===== src/rtl/i2c_init_sequencer_pkg.sv =====
// Shared definitions for the sensor power-on register-write sequencer:
// state encoding, configuration table entry layout and default device address.
package i2c_init_sequencer_pkg;

  typedef enum logic [2:0] {
    S_IDLE   = 3'd0,
    S_LOAD   = 3'd1,
    S_START  = 3'd2,
    S_WAIT   = 3'd3,
    S_SETTLE = 3'd4,
    S_RETRY  = 3'd5,
    S_DONE   = 3'd6,
    S_FAIL   = 3'd7
  } state_t;

  typedef struct packed {
    logic [7:0] reg_addr;
    logic [7:0] data;
  } entry_t;

  localparam logic [6:0] DEFAULT_DEV_ADDRESS = 7'h21;

endpackage


===== src/rtl/sensor_init_rom.sv =====
// Power-on configuration table for the sensor: index -> {reg_address, data}.
// Swap this file to retarget the sequencer to a different sensor.
module sensor_init_rom
  import i2c_init_sequencer_pkg::*;
(
  input  logic [3:0] i_index,
  output entry_t     o_entry
);

  always_comb begin
    o_entry = '0;
    case (i_index)
      4'd0:  o_entry = {8'h12, 8'h80};  // soft reset first
      4'd1:  o_entry = {8'h11, 8'h01};
      4'd2:  o_entry = {8'h0C, 8'h0A};
      4'd3:  o_entry = {8'h3A, 8'h04};
      4'd4:  o_entry = {8'h40, 8'hC0};
      4'd5:  o_entry = {8'h8C, 8'h00};
      4'd6:  o_entry = {8'h13, 8'hE7};
      4'd7:  o_entry = {8'h6B, 8'h4A};
      4'd8:  o_entry = {8'h3D, 8'hC0};
      4'd9:  o_entry = {8'h14, 8'h18};
      4'd10: o_entry = {8'h4F, 8'hB3};
      4'd11: o_entry = {8'h50, 8'hB3};
      4'd12: o_entry = {8'h51, 8'h00};
      4'd13: o_entry = {8'h52, 8'h3D};
      4'd14: o_entry = {8'h53, 8'hA7};
      4'd15: o_entry = {8'h54, 8'hE4};
      default: o_entry = '0;
    endcase
  end

endmodule


===== src/rtl/i2c_init_sequencer.sv =====
// Drives the I2C register-write FSM through the sensor power-on table, with
// per-entry retries, a write timeout and a settle gap after every good write.
module i2c_init_sequencer
  import i2c_init_sequencer_pkg::*;
#(
  parameter int         NUM_ENTRIES   = 8,
  parameter logic [6:0] DEV_ADDRESS   = DEFAULT_DEV_ADDRESS,
  parameter int         MAX_RETRIES   = 3,
  parameter int         SETTLE_CYCLES = 1000,
  parameter int         WAIT_TIMEOUT  = 65535
) (
  input  logic       clk,
  input  logic       reset,
  input  logic       init_start,
  output logic       init_done,
  output logic       init_failed,
  output logic       busy,
  output logic [6:0] write_dev_address,
  output logic [7:0] write_reg_address,
  output logic [7:0] write_data,
  output logic       write_start,
  input  logic       write_done,
  input  logic       write_failure,
  output logic [3:0] entry_index,
  output logic [2:0] retry_count,
  output logic [2:0] state_out
);

  localparam logic [3:0]  ENTRY_LAST  = 4'(NUM_ENTRIES - 1);
  localparam logic [2:0]  RETRY_LAST  = 3'(MAX_RETRIES);
  localparam logic [15:0] TMO_LAST    = 16'(WAIT_TIMEOUT - 1);
  localparam logic [15:0] SETTLE_LAST = 16'(SETTLE_CYCLES - 1);

  state_t      r_state;
  state_t      w_state_nxt;
  logic [3:0]  r_entry_index;
  logic [2:0]  r_retry_count;
  logic [15:0] r_timeout_cnt;
  logic [15:0] r_settle_cnt;
  logic [7:0]  r_reg_addr;
  logic [7:0]  r_data;
  logic        r_init_failed;
  entry_t      w_entry;
  logic        w_tmo_expired;
  logic        w_settle_expired;

  sensor_init_rom u_rom (
    .i_index (r_entry_index),
    .o_entry (w_entry)
  );

  // The timeout fires on the edge where the counter would reach its limit.
  assign w_tmo_expired    = ({1'b0, r_timeout_cnt} + 17'd1) >= {1'b0, TMO_LAST};
  assign w_settle_expired = r_settle_cnt >= SETTLE_LAST;

  always_comb begin
    w_state_nxt = r_state;
    case (r_state)
      S_IDLE:   if (init_start) w_state_nxt = S_LOAD;
      S_LOAD:   w_state_nxt = S_START;
      S_START:  w_state_nxt = S_WAIT;
      S_WAIT: begin
        if (write_done)                          w_state_nxt = S_SETTLE;
        else if (write_failure || w_tmo_expired) w_state_nxt = S_RETRY;
      end
      S_SETTLE: begin
        if (w_settle_expired)
          w_state_nxt = (r_entry_index == ENTRY_LAST) ? S_DONE : S_LOAD;
      end
      S_RETRY:  w_state_nxt = (r_retry_count == RETRY_LAST) ? S_FAIL : S_START;
      S_DONE:   w_state_nxt = S_IDLE;
      S_FAIL:   w_state_nxt = S_IDLE;
      default:  w_state_nxt = S_IDLE;
    endcase
  end

  always_ff @(posedge clk or negedge reset) begin
    if (!reset) begin
      r_state       <= S_IDLE;
      r_entry_index <= '0;
      r_retry_count <= '0;
      r_timeout_cnt <= '0;
      r_settle_cnt  <= '0;
      r_reg_addr    <= '0;
      r_data        <= '0;
      r_init_failed <= 1'b0;
    end else begin
      r_state <= w_state_nxt;
      case (r_state)
        S_IDLE: begin
          if (init_start) begin
            r_entry_index <= '0;
            r_retry_count <= '0;
            r_init_failed <= 1'b0;
          end
        end
        S_LOAD: begin
          r_reg_addr <= w_entry.reg_addr;
          r_data     <= w_entry.data;
        end
        S_START: r_timeout_cnt <= '0;
        S_WAIT: begin
          if (r_timeout_cnt != TMO_LAST) r_timeout_cnt <= r_timeout_cnt + 16'd1;
          if (write_done)                r_settle_cnt  <= '0;
        end
        S_SETTLE: begin
          if (w_settle_expired) begin
            if (r_entry_index != ENTRY_LAST) begin
              r_entry_index <= r_entry_index + 4'd1;
              r_retry_count <= '0;
            end
          end else begin
            r_settle_cnt <= r_settle_cnt + 16'd1;
          end
        end
        // Retry is a one-cycle gap so the write FSM can return to idle; the
        // latched entry is reused as-is.
        S_RETRY: begin
          if (r_retry_count == RETRY_LAST) r_init_failed <= 1'b1;
          else                             r_retry_count <= r_retry_count + 3'd1;
        end
        default: ;
      endcase
    end
  end

  always_comb begin
    busy        = (r_state != S_IDLE);
    write_start = (r_state == S_START);
    init_done   = (r_state == S_DONE);
  end

  assign init_failed       = r_init_failed;
  assign write_dev_address = DEV_ADDRESS;
  assign write_reg_address = r_reg_addr;
  assign write_data        = r_data;
  assign entry_index       = r_entry_index;
  assign retry_count       = r_retry_count;
  assign state_out         = r_state;

endmodule


===== config.mk =====
export PLATFORM = sky130hd
export DESIGN_NAME = i2c_init_sequencer
export DESIGN_NICKNAME = d
export VERILOG_FILES = /design/src/rtl/i2c_init_sequencer_pkg.sv /design/src/rtl/sensor_init_rom.sv /design/src/rtl/i2c_init_sequencer.sv
export SDC_FILE = /design/constraint.sdc
export NUM_CORES = 1
export LEC_CHECK = 0
export ABC_AREA = 1
export ABC_CLOCK_PERIOD_IN_PS = 3200
export CAP_MARGIN = 10
export CELL_PAD_IN_SITES_DETAIL_PLACEMENT = 2
export CELL_PAD_IN_SITES_GLOBAL_PLACEMENT = 2
export CORE_MARGIN = 5
export CORE_UTILIZATION = 40
export DETAILED_ROUTE_END_ITERATION = 6
export DONT_BUFFER_PORTS = 1
export HOLD_SLACK_MARGIN = 0.05
export PLACE_DENSITY = 0.8
export SYNTH_ARGS = -nofsm -noshare
export SYNTH_HDL_FRONTEND = slang
export SYNTH_HIERARCHICAL = 1
export SYNTH_SLANG_ARGS = --single-unit

===== constraint.sdc =====
create_clock -name clk -period 3.2 [get_ports clk]
set_clock_uncertainty 0.2 [all_clocks]
set_input_delay 0.96 -clock clk [delete_from_list [all_inputs] [get_ports clk]]
set_output_delay 0.96 -clock clk [all_outputs]
set_load 0.01 [all_outputs]

==> metrics.md, run 1 <==
| Metric | Value |
|---|---|
| CTS hold repair buffers | 0 |
| Hold/Removal Path Class | input pin to async pin |
| Max FO, Critical Path | 5 |
| Maxcap violations | 0 |
| Antenna cells | 0 |
| LEAKAGE | 1.83 nW |
| Syn_area_per_cell | 7.86 µm² |
| Clk pin slew, worst setup/hold paths | 0.08 ns |
| CTS buffer count | 9 |
| Int Power | 1.50 mW |
| Vias in the first global route | 3647 |
| Row count | 34 |
| Finished Cell Area | 3920 µm² |
| Setup Buffers After CTS | 0 |
| Routed WL | 11300 µm |
| Sum Neg Setup Slack | 0 ns |
| Synth unique cells | 38 |
| Sequential area share after synthesis | 0.405 |
| Pre-antenna DRT Iters | 4 |
| Post-CTS Resized | 0 |
| Yosys reg bits | 59 |
| Pwr Density | 648 nW/µm² |
| DP Area | 3690 µm² |
| Clock power frac | 0.311 |
| Slew @ Worst Pin | 0.776 ns |
| Number of synthesized flops with an enable pin | 0 |
| First-pass GRT wire length | 19000 µm |
| Mapped cell area | 3650 µm² |
| Largest net degree at the start of global routing | 60 |
| Vias | 3189 |
| Most frequent cells in the layout | nand2_1 (127), dfrtp_1 (59), inv_1 (56) |
| Initial antenna violation count | 0 |
| Worst setup SP type | register |
| Post-DP HPWL | 8130 µm |
| Commonest non-fill, non-tap cell in the layout | nand2_1 |
| # setup viols final | 0 |
| CTS tree | built |
| CP arrival | 1.55 ns |
| Area Overhead vs Synth | 7.48% |
| Final Hold Fails | 0 |
| Logic pwr share | 0.306 |
| CP startpoint | state_out[1]$_DFFE_PN0P_ |
| Switching power share of the total | 0.410 |
| Period utilisation layout | 0.846 |
| Primary FF master, synth | dfrtp_1 |
| Iter 0 DRT Violations | 77 |
| Min Hold Slack | 0.0954 ns |
| Slew headroom | 0.481 |
| GRT Total Usage | 0.216 |
| Peak supply drop | 449 µV |
| Final #Nets | 486 |
| Origin of the critical flop-to-flop path | r_timeout_cnt[0]$_DFFE_PN0P_ |
| Die area | 11100 µm² |
| Number of port buffers | 0 |
| Synth warn | 6 |
| Share of flip-flops with an asynchronous set or reset | 1.00 |
| Worst-skew pair later-pin latency | 0.35 ns |
| Die Y | 105 µm |
| Max Clock Freq | 0.369 GHz |
| CTS max path bufs | 2 |
| Sw Pwr | 1.04 mW |
| Power share of the sequential group | 0.384 |
| Status | completed |
| Cell count after synthesis | 464 |
| Vias per cell | 5.51 |
| WP data required | 2.04 ns |
| GR Overflow Total | 0 |
| Post-route DRC | 0 |
| Slew Limit Fails | 0 |
| Core area | 8810 µm² |
| DIE WIDTH | 105 µm |
| CP Capture Type | output pin |
| H-tree depth | 3 |
| Starting Density | 0.414 |
| Worst slack, placed | 0.741 ns |
| Final Critical Period | 2.71 ns |
| Remaining antenna violation count | 0 |
| Final Wtd Congestion | 0.817 |
| RSZ-0062 raised after global routing | false |
| WL/cell | 19.5 µm |
| Clk sinks | 59 |
| Ports | 42 |
| Root Buffer | clkbuf_8 |
| Worst Setup Path Type | register to output pin |
| Layout cell share with drive strength beyond 1 | 0.127 |
| Setup ws final | 0.493 ns |
## state kept, by name (all words and copies together), names as in the netlist
| register | cells |
|---|---|
| r_settle_cnt | 16 |
| state_out | 3 |
| init_failed | 1 |
| retry_count | 3 |
| r_timeout_cnt | 16 |
| write_reg_address | 8 |
| entry_index | 4 |
| write_data | 8 |
## cell families (layout without fill, tap and decap cells)
family | Yosys count | in the layout | share of synthesized area
xor+xnor | 7 | 7 | 0.0168
simple gates | 241 | 241 | 0.295
mux | 16 | 16 | 0.0494
other cells | 2 | 7 | 0.00206
buf+inv | 75 | 77 | 0.0930
fa+ha+maj | 15 | 15 | 0.0515
compound gates | 49 | 49 | 0.0872
flops | 59 | 59 | 0.405
## final timing paths
kind                                                endpoint  slack (ns)  cells after the start
worst max-delay path                             write_start        0.49                      4
worst min-delay path               write_data[6]$_DFFE_PN0P_         0.1                      0
worst max register to register      state_out[2]$_DFFE_PN0P_        0.70                     13
worst min register to register  r_settle_cnt[10]$_DFFE_PN0P_        0.31                      2
max in group asynchronous       r_timeout_cnt[4]$_DFFE_PN0P_        2.59                      0
min in group clk                r_settle_cnt[10]$_DFFE_PN0P_        0.31                      2
## metal layers
layer | vias up | global-route usage | wire length, µm
li1 | 1495 | - | -
met1 | 1621 | 0.258 | 4830
met2 | 52 | 0.386 | 5830
met3 | 21 | 0.0403 | 399
met4 | 0 | 0.0759 | 206
met5 | - | 0 | 0
## layout make-up
class	count	area, µm²
Clock inverter	7	101
Timing Repair Buffer	1	7.51
Multi-Input combinational cell	335	1850
Sequential cell	59	1480
Fill cell	1038	4890
Inverter	60	225
Tap cell	108	135
Clock buffer	9	124
## power groups by stage
| stage | clock [mW] | sequential, mW | combinational (mW) |
|---|---|---|---|
| 2_1_floorplan | 0 | 0.940 | 0.613 |
| 3_3_place_gp | 0 | 0.981 | 0.715 |
| 3_5_place_dp | 0 | 0.989 | 0.769 |
| 4_1_cts | 0.806 | 0.976 | 0.785 |
| 5_1_grt | 0.853 | 0.992 | 0.864 |
| 6_report | 0.789 | 0.974 | 0.776 |
## cells in the mapped netlist, types with 8 or more instances
master | number | share of area
nand4_1 | 10 | 0.017
nor2_1 | 34 | 0.035
inv_1 | 56 | 0.058
mux2_2 | 16 | 0.049
dfrtp_1 | 59 | 0.40
nand2_1 | 127 | 0.13
nand3_1 | 47 | 0.065
o21ai_0 | 23 | 0.032
ha_1 | 15 | 0.051
buf_4 | 8 | 0.016
a21oi_1 | 8 | 0.011
## metrics by stage
stage          power [mW]  cells   util
2_1_floorplan        1.55    469      -
4_1_cts              2.57    579  0.445
3_3_place_gp         1.70    563  0.419
6_report             2.54    579  0.445
5_1_grt              2.71    579  0.445
3_5_place_dp         1.76    563  0.419
## critical path, stage by stage (launching register included)
cell	delay, ns
dfrtp_1	0.45
inv_1	0.16
nor2_1	0.18
inv_1	0.12
nor2_1	0.30
Note: power is estimated with default switching activity, not from simulation.
==> run 2, diff against run 1 <==
--- a/config.mk
+++ b/config.mk
@@ -6,16 +6,16 @@
 export NUM_CORES = 1
 export LEC_CHECK = 0
 export ABC_AREA = 1
-export ABC_CLOCK_PERIOD_IN_PS = 3200
+export ABC_CLOCK_PERIOD_IN_PS = 2800
 export CAP_MARGIN = 10
 export CELL_PAD_IN_SITES_DETAIL_PLACEMENT = 2
 export CELL_PAD_IN_SITES_GLOBAL_PLACEMENT = 2
 export CORE_MARGIN = 5
-export CORE_UTILIZATION = 40
+export CORE_UTILIZATION = 37
 export DETAILED_ROUTE_END_ITERATION = 6
 export DONT_BUFFER_PORTS = 1
 export HOLD_SLACK_MARGIN = 0.05
-export PLACE_DENSITY = 0.8
+export PLACE_DENSITY = 0.75
 export SYNTH_ARGS = -nofsm -noshare
 export SYNTH_HDL_FRONTEND = slang
 export SYNTH_HIERARCHICAL = 1
==> constraint.sdc (replaced) <==
create_clock -name clk -period 2.8 [get_ports clk]
set_clock_uncertainty 0.2 [all_clocks]
set_input_delay 0.84 -clock clk [delete_from_list [all_inputs] [get_ports clk]]
set_output_delay 0.84 -clock clk [all_outputs]
set_load 0.01 [all_outputs]
==> metrics.md, run 2 (same netlist as run 1, synthesis figures left out) <==
| Metric | Value |
|---|---|
| Largest net degree at the start of global routing | 60 (unchanged) |
| Worst path buffer plus inverter count | 2 (unchanged) |
| Die area | 11900 µm² (+7.3%) |
| Slew Limit Fails | 0 (unchanged) |
| Status | completed |
| Initial antenna violation count | 0 (unchanged) |
| Pre-antenna DRT Iters | 4 (unchanged) |
| Clk pin slew, worst setup/hold paths | 0.07 ns (about the same) |
| Setup Buffers After CTS | 0 (unchanged) |
| Final Critical Period | 2.56 ns |
| GR Overflow Total | 0 (unchanged) |
| WL/cell | 17.8 µm (-8.7%) |
| H-tree depth | 3 (unchanged) |
| First-pass GRT wire length | 18500 µm (-2.7%) |
| CTS tree | built |
| Post-CTS Resized | 0 (unchanged) |
| Maxcap violations | 0 (unchanged) |
| Sum Neg Setup Slack | 0 ns (unchanged) |
| CP Capture Type | output pin |
| Worst-skew pair later-pin latency | 0.35 ns (about the same) |
| Worst path top cell family by delay | simple AND/OR/NAND/NOR gates |
| WP data required | 1.76 ns (-0.28 ns) |
| Area Overhead vs Synth | 9.61% |
| Post-DP HPWL | 7850 µm (-3.5%) |
| CP arrival | 1.52 ns (-0.03 ns) |
| CTS hold repair buffers | 1 (+1) |
| # setup viols final | 0 (unchanged) |
| Core area | 9680 µm² (+10%) |
| Starting Density | 0.376 (-0.0376) |
| Pwr Density | 724 nW/µm² (+12%) |
| Hold/Removal Path Class | input pin to async pin |
| Post-route DRC | 0 (unchanged) |
| CTS buffer count | 9 (unchanged) |
| Top flop regs | r_settle_cnt x16, r_timeout_cnt x16 |
| Worst setup SP type | register |
| Peak supply drop | 330 µV (-27%) |
| GRT Total Usage | 0.202 (-0.0141) |
| Vias | 3144 (-1.4%) |
| Util after Layout | 0.413 (-0.0324) |
| CP cell instances | inv_1 > nor2_1 > inv_1 > nor2_1 |
| Vias in the first global route | 3567 (-2.2%) |
| Slowest stage delay, CP | 0.45 ns (about the same) |
| Ports | 42 (unchanged) |
| Die Y | 109 µm (+3.6%) |
| Clk sinks | 59 (unchanged) |
| Slew @ Worst Pin | 0.673 ns (-0.103 ns) |
| Final #Nets | 492 (+1.2%) |
| Most frequent cells in the layout | nand2_1 (127), dfrtp_1 (59), inv_1 (56) |
| Final Wtd Congestion | 0.752 (-8.0%) |
| Final Hold Fails | 0 (unchanged) |
| Worst Setup Path Type | register to output pin |
| RSZ-0062 raised after global routing | false |
| CTS max path bufs | 2 (unchanged) |
| Max Clock Freq | 0.390 GHz |
| DIE WIDTH | 109 µm (+3.6%) |
| Max FO, Critical Path | 5 (unchanged) |
| Slew headroom | 0.551 (+0.0698) |
| Commonest non-fill, non-tap cell in the layout | nand2_1 |
| Slowest CP cell | dfrtp_1 |
| LEAKAGE | 1.87 nW (+2.0%) |
| Layout cell share with drive strength beyond 1 | 0.132 (+0.00469) |
| Row count | 36 (+5.9%) |
| Period utilisation layout | 0.916 |
| Vias per cell | 5.15 (-6.4%) |
| Iter 0 DRT Violations | 87 (+13%) |
| Antenna cells | 0 (unchanged) |
| Number of port buffers | 0 (unchanged) |
| Root Buffer | clkbuf_8 |
| Remaining antenna violation count | 0 (unchanged) |
| Routed WL | 10800 µm (-3.8%) |
| Pwr Total | 2.89 mW (+14%) |
==> run 2: cell count changes in the layout (fill, tap and decap cells not counted), sizes merged <==
cell / before / now
bufinv: 2 / 1
inv: 60 / 59
clkinv: 3 / 1
buf: 1 / 7
clkbuf: 9 / 15
clkinvlp: 2 / 0
==> run 2: worst paths after layout <==
path                                          startpoint                                to  slack [ns]  cells after the start
max                             state_out[1]$_DFFE_PN0P_                       write_start        0.24                      4
min                                                reset  write_reg_address[3]$_DFFE_PN0P_        0.16                      1
max reg2reg                r_timeout_cnt[11]$_DFFE_PN0P_      r_timeout_cnt[0]$_DFFE_PN0P_        0.46                     10
min reg2reg                 r_settle_cnt[15]$_DFFE_PN0P_      r_settle_cnt[15]$_DFFE_PN0P_        0.29                      2
max in group asynchronous                          reset      r_settle_cnt[15]$_DFFE_PN0P_        1.98                      1
min in group clk            r_settle_cnt[15]$_DFFE_PN0P_      r_settle_cnt[15]$_DFFE_PN0P_        0.29                      2
==> run 2: final cells by class <==
cell class | count | area, µm²
Fill cell | 1130 | 5690
Multi-Input combinational cell | 335 | 1850
Sequential cell | 59 | 1480
Inverter | 60 | 225
Clock buffer | 15 | 176
Tap cell | 133 | 166
Timing Repair Buffer | 7 | 72.6
Clock inverter | 1 | 30.0
==> run 2: report_power, final <==
part	leakage (nW)	switching [mW]	internal, mW
clock	0.104	0.358	0.486
combinational	0.965	0.662	0.299
sequential	0.800	0.145	0.943
==> run 2: routing by layer <==
layer	vias to the layer above	routed length [µm]	global-route usage
li1	1508	-	-
met5	-	0	0
met4	0	129	0.0588
met1	1588	4940	0.256
met2	36	5400	0.343
met3	12	376	0.0438
==> run 2: metrics by stage <==
stage / cells / hold slack (ns) / area [µm²] / worst slack [ns]
floorplan: 469 / 0.260 / 3660 / 0.823
global placement: 593 / 0.274 / 3760 / 0.540
detailed placement: 593 / 0.286 / 3760 / 0.484
CTS: 610 / 0.161 / 4000 / 0.197
global route: 610 / 0.172 / 4000 / 0.127
finish: 610 / 0.165 / 4000 / 0.235
==> run 3, diff against run 2 <==
--- a/config.mk
+++ b/config.mk
@@ -16,6 +16,7 @@
 export DONT_BUFFER_PORTS = 1
 export HOLD_SLACK_MARGIN = 0.05
 export PLACE_DENSITY = 0.75
+export SETUP_SLACK_MARGIN = 0.15
 export SYNTH_ARGS = -nofsm -noshare
 export SYNTH_HDL_FRONTEND = slang
 export SYNTH_HIERARCHICAL = 1
==> metrics.md, run 3 (same netlist as run 1, synthesis figures left out) <==
| Metric | Value |
|---|---|
| Die area | 11900 µm² (unchanged) |
| WL/cell | 17.8 µm (about the same) |
| DIE WIDTH | 109 µm (unchanged) |
| Number of port buffers | 0 (unchanged) |
| CTS tree | built |
| Setup ws final | 0.303 ns (+0.0675 ns) |
| Row count | 36 (unchanged) |
| Max FO, Critical Path | 7 (+2) |
| GRT Total Usage | 0.202 (unchanged) |
| Crit path to | init_done |
| CP arrival | 1.46 ns (-0.06 ns) |
| Pwr Density | 725 nW/µm² (about the same) |
| Clk sinks | 59 (unchanged) |
| First-pass GRT wire length | 18500 µm (unchanged) |
| Starting Density | 0.376 (unchanged) |
| Worst slack, placed | 0.484 ns (unchanged) |
| Status | completed |
| LEAKAGE | 1.87 nW (about the same) |
| Filler cells | 1130 (unchanged) |
| CP startpoint | state_out[2]$_DFFE_PN0P_ |
| Hold/Removal Path Class | input pin to async pin |
| CP cell instances | inv_1 > nor3_1 |
| Largest net degree at the start of global routing | 60 (unchanged) |
| Post-DP HPWL | 7850 µm (unchanged) |
| Most frequent cells in the layout | nand2_1 (127), dfrtp_1 (59), inv_1 (56) |
| Worst Reg2Reg Path Length in Cells | 10 (unchanged) |
| GR Overflow Total | 0 (unchanged) |
| RSZ-0062 raised after global routing | false |
| Root Buffer | clkbuf_8 |
| Remaining antenna violation count | 0 (unchanged) |
| CTS buffer count | 9 (unchanged) |
| Worst-skew pair later-pin latency | 0.35 ns (about the same) |
| Ports | 42 (unchanged) |
| Origin of the critical flop-to-flop path | r_timeout_cnt[11]$_DFFE_PN0P_ |
| Vias in the first global route | 3567 (unchanged) |
| Final #Nets | 492 (unchanged) |
| Antenna cells | 0 (unchanged) |
| Max Clock Freq | 0.400 GHz (+2.7%) |
| Routed WL | 10800 µm (about the same) |
| Layout cell share with drive strength beyond 1 | 0.134 (+0.00210) |
| Worst path top cell family by delay | flip-flops |
| Vias per cell | 5.16 (about the same) |
| H-tree depth | 3 (unchanged) |
| Top flop regs | r_settle_cnt x16, r_timeout_cnt x16 |
| CTS max path bufs | 2 (unchanged) |
| R2R setup slack | 0.46 ns (about the same) |
| Final Hold Fails | 0 (unchanged) |
| Setup Buffers After CTS | 0 (unchanged) |
| Slew Limit Fails | 0 (unchanged) |
| Worst path buffer plus inverter count | 1 (-1) |
| Final Critical Period | 2.50 ns (-0.0675 ns) |
| Worst Setup Path Type | register to output pin |
| Worst setup SP type | register |
| # setup viols final | 0 (unchanged) |
| Slew headroom | 0.551 (about the same) |
| Pwr Total | 2.90 mW (+0.16%) |
| Die Y | 109 µm (unchanged) |
| Clk pin slew, worst setup/hold paths | 0.07 ns (about the same) |
| Slowest CP cell | dfrtp_1 |
| Iter 0 DRT Violations | 87 (unchanged) |
| Pre-antenna DRT Iters | 4 (unchanged) |
| Slew @ Worst Pin | 0.673 ns (-0.00000137 ns) |
| End of the worst register-to-register path | r_timeout_cnt[0]$_DFFE_PN0P_ |
| Final Wtd Congestion | 0.752 (unchanged) |
| Commonest non-fill, non-tap cell in the layout | nand2_1 |
| DP Cell Count | 593 (unchanged) |
| Slowest stage delay, CP | 0.56 ns (+0.11 ns) |
| Core area | 9680 µm² (unchanged) |
| Area Overhead vs Synth | 9.68% (about the same) |
| CP Capture Type | output pin |
| WP data required | 1.76 ns (about the same) |
| Period utilisation layout | 0.892 (-0.0241) |
| Final std cells w/o fill | 610 (unchanged) |
| Initial antenna violation count | 0 (unchanged) |
| Maxcap violations | 0 (unchanged) |
| Vias | 3145 (+0.032%) |
| WP depth | 2 (-2) |
| Post-route DRC | 0 (unchanged) |
| Sum Neg Setup Slack | 0 ns (unchanged) |
| Peak supply drop | 330 µV (about the same) |
## run 3: cell counts in the layout (fill, tap and decap cells not counted)
No cell type changed its count.
## run 3: worst register-to-register path, stage by stage (launching register included)
cell and delay (ns):
dfrtp_1 0.41, nand2_1 0.13, nor2_2 0.16, nand2_1 0.08, nor2_2 0.12, nand4_2 0.30
nand2_4 0.29, o21ai_4 0.20, inv_1 0.14, nand2_1 0.09, o21ai_0 0.11
## run 3: area by class of cell
class	count	area, µm²	area share
multi-input cells	335	1850	0.463
clock buffers	15	176	0.0441
flip-flops and latches	59	1480	0.369
well taps	133	166	0.0416
inverters	60	225	0.0563
repair buffers	7	72.6	0.0181
clock inverters	1	30.0	0.00751
## run 3: stage by stage
step / cell area, µm² / util / hold WS [ns]
after floorplan: 3660 / - / 0.260
after global placement: 3760 / 0.389 / 0.274
after detailed placement: 3760 / 0.389 / 0.286
after CTS: 4000 / 0.413 / 0.161
after global routing: 4000 / 0.413 / 0.172
final: 4000 / 0.413 / 0.165
## run 3: worst min-delay path by stage
stage | from | end | cells after the start
2_1_floorplan | r_settle_cnt[15]$_DFFE_PN0P_ | r_settle_cnt[15]$_DFFE_PN0P_ | 2
3_3_place_gp | r_settle_cnt[11]$_DFFE_PN0P_ | r_settle_cnt[11]$_DFFE_PN0P_ | 2
3_5_place_dp | r_settle_cnt[15]$_DFFE_PN0P_ | r_settle_cnt[15]$_DFFE_PN0P_ | 2
4_1_cts | reset | write_reg_address[3]$_DFFE_PN0P_ | 1
5_1_grt | reset | write_reg_address[3]$_DFFE_PN0P_ | 1
6_report | reset | write_reg_address[3]$_DFFE_PN0P_ | 1
## run 3: where the power goes
part	switching (mW)	internal, mW	total [mW]
Clock	0.358	0.486	0.844
Combinational	0.665	0.300	0.965
Sequential	0.145	0.943	1.09
Total	1.17	1.73	2.90
## run 3: per-layer routing
layer	global-route usage	wire length [µm]
met5	0	0
met4	0.0588	131
met3	0.0438	375
met2	0.343	5390
met1	0.256	4940
## run 3: repair_timing
item	CTS	global route
gates resized for setup	0	1
setup endpoints to repair	0	1
hold buffers	1	0
endpoints found under the hold margin	59	0
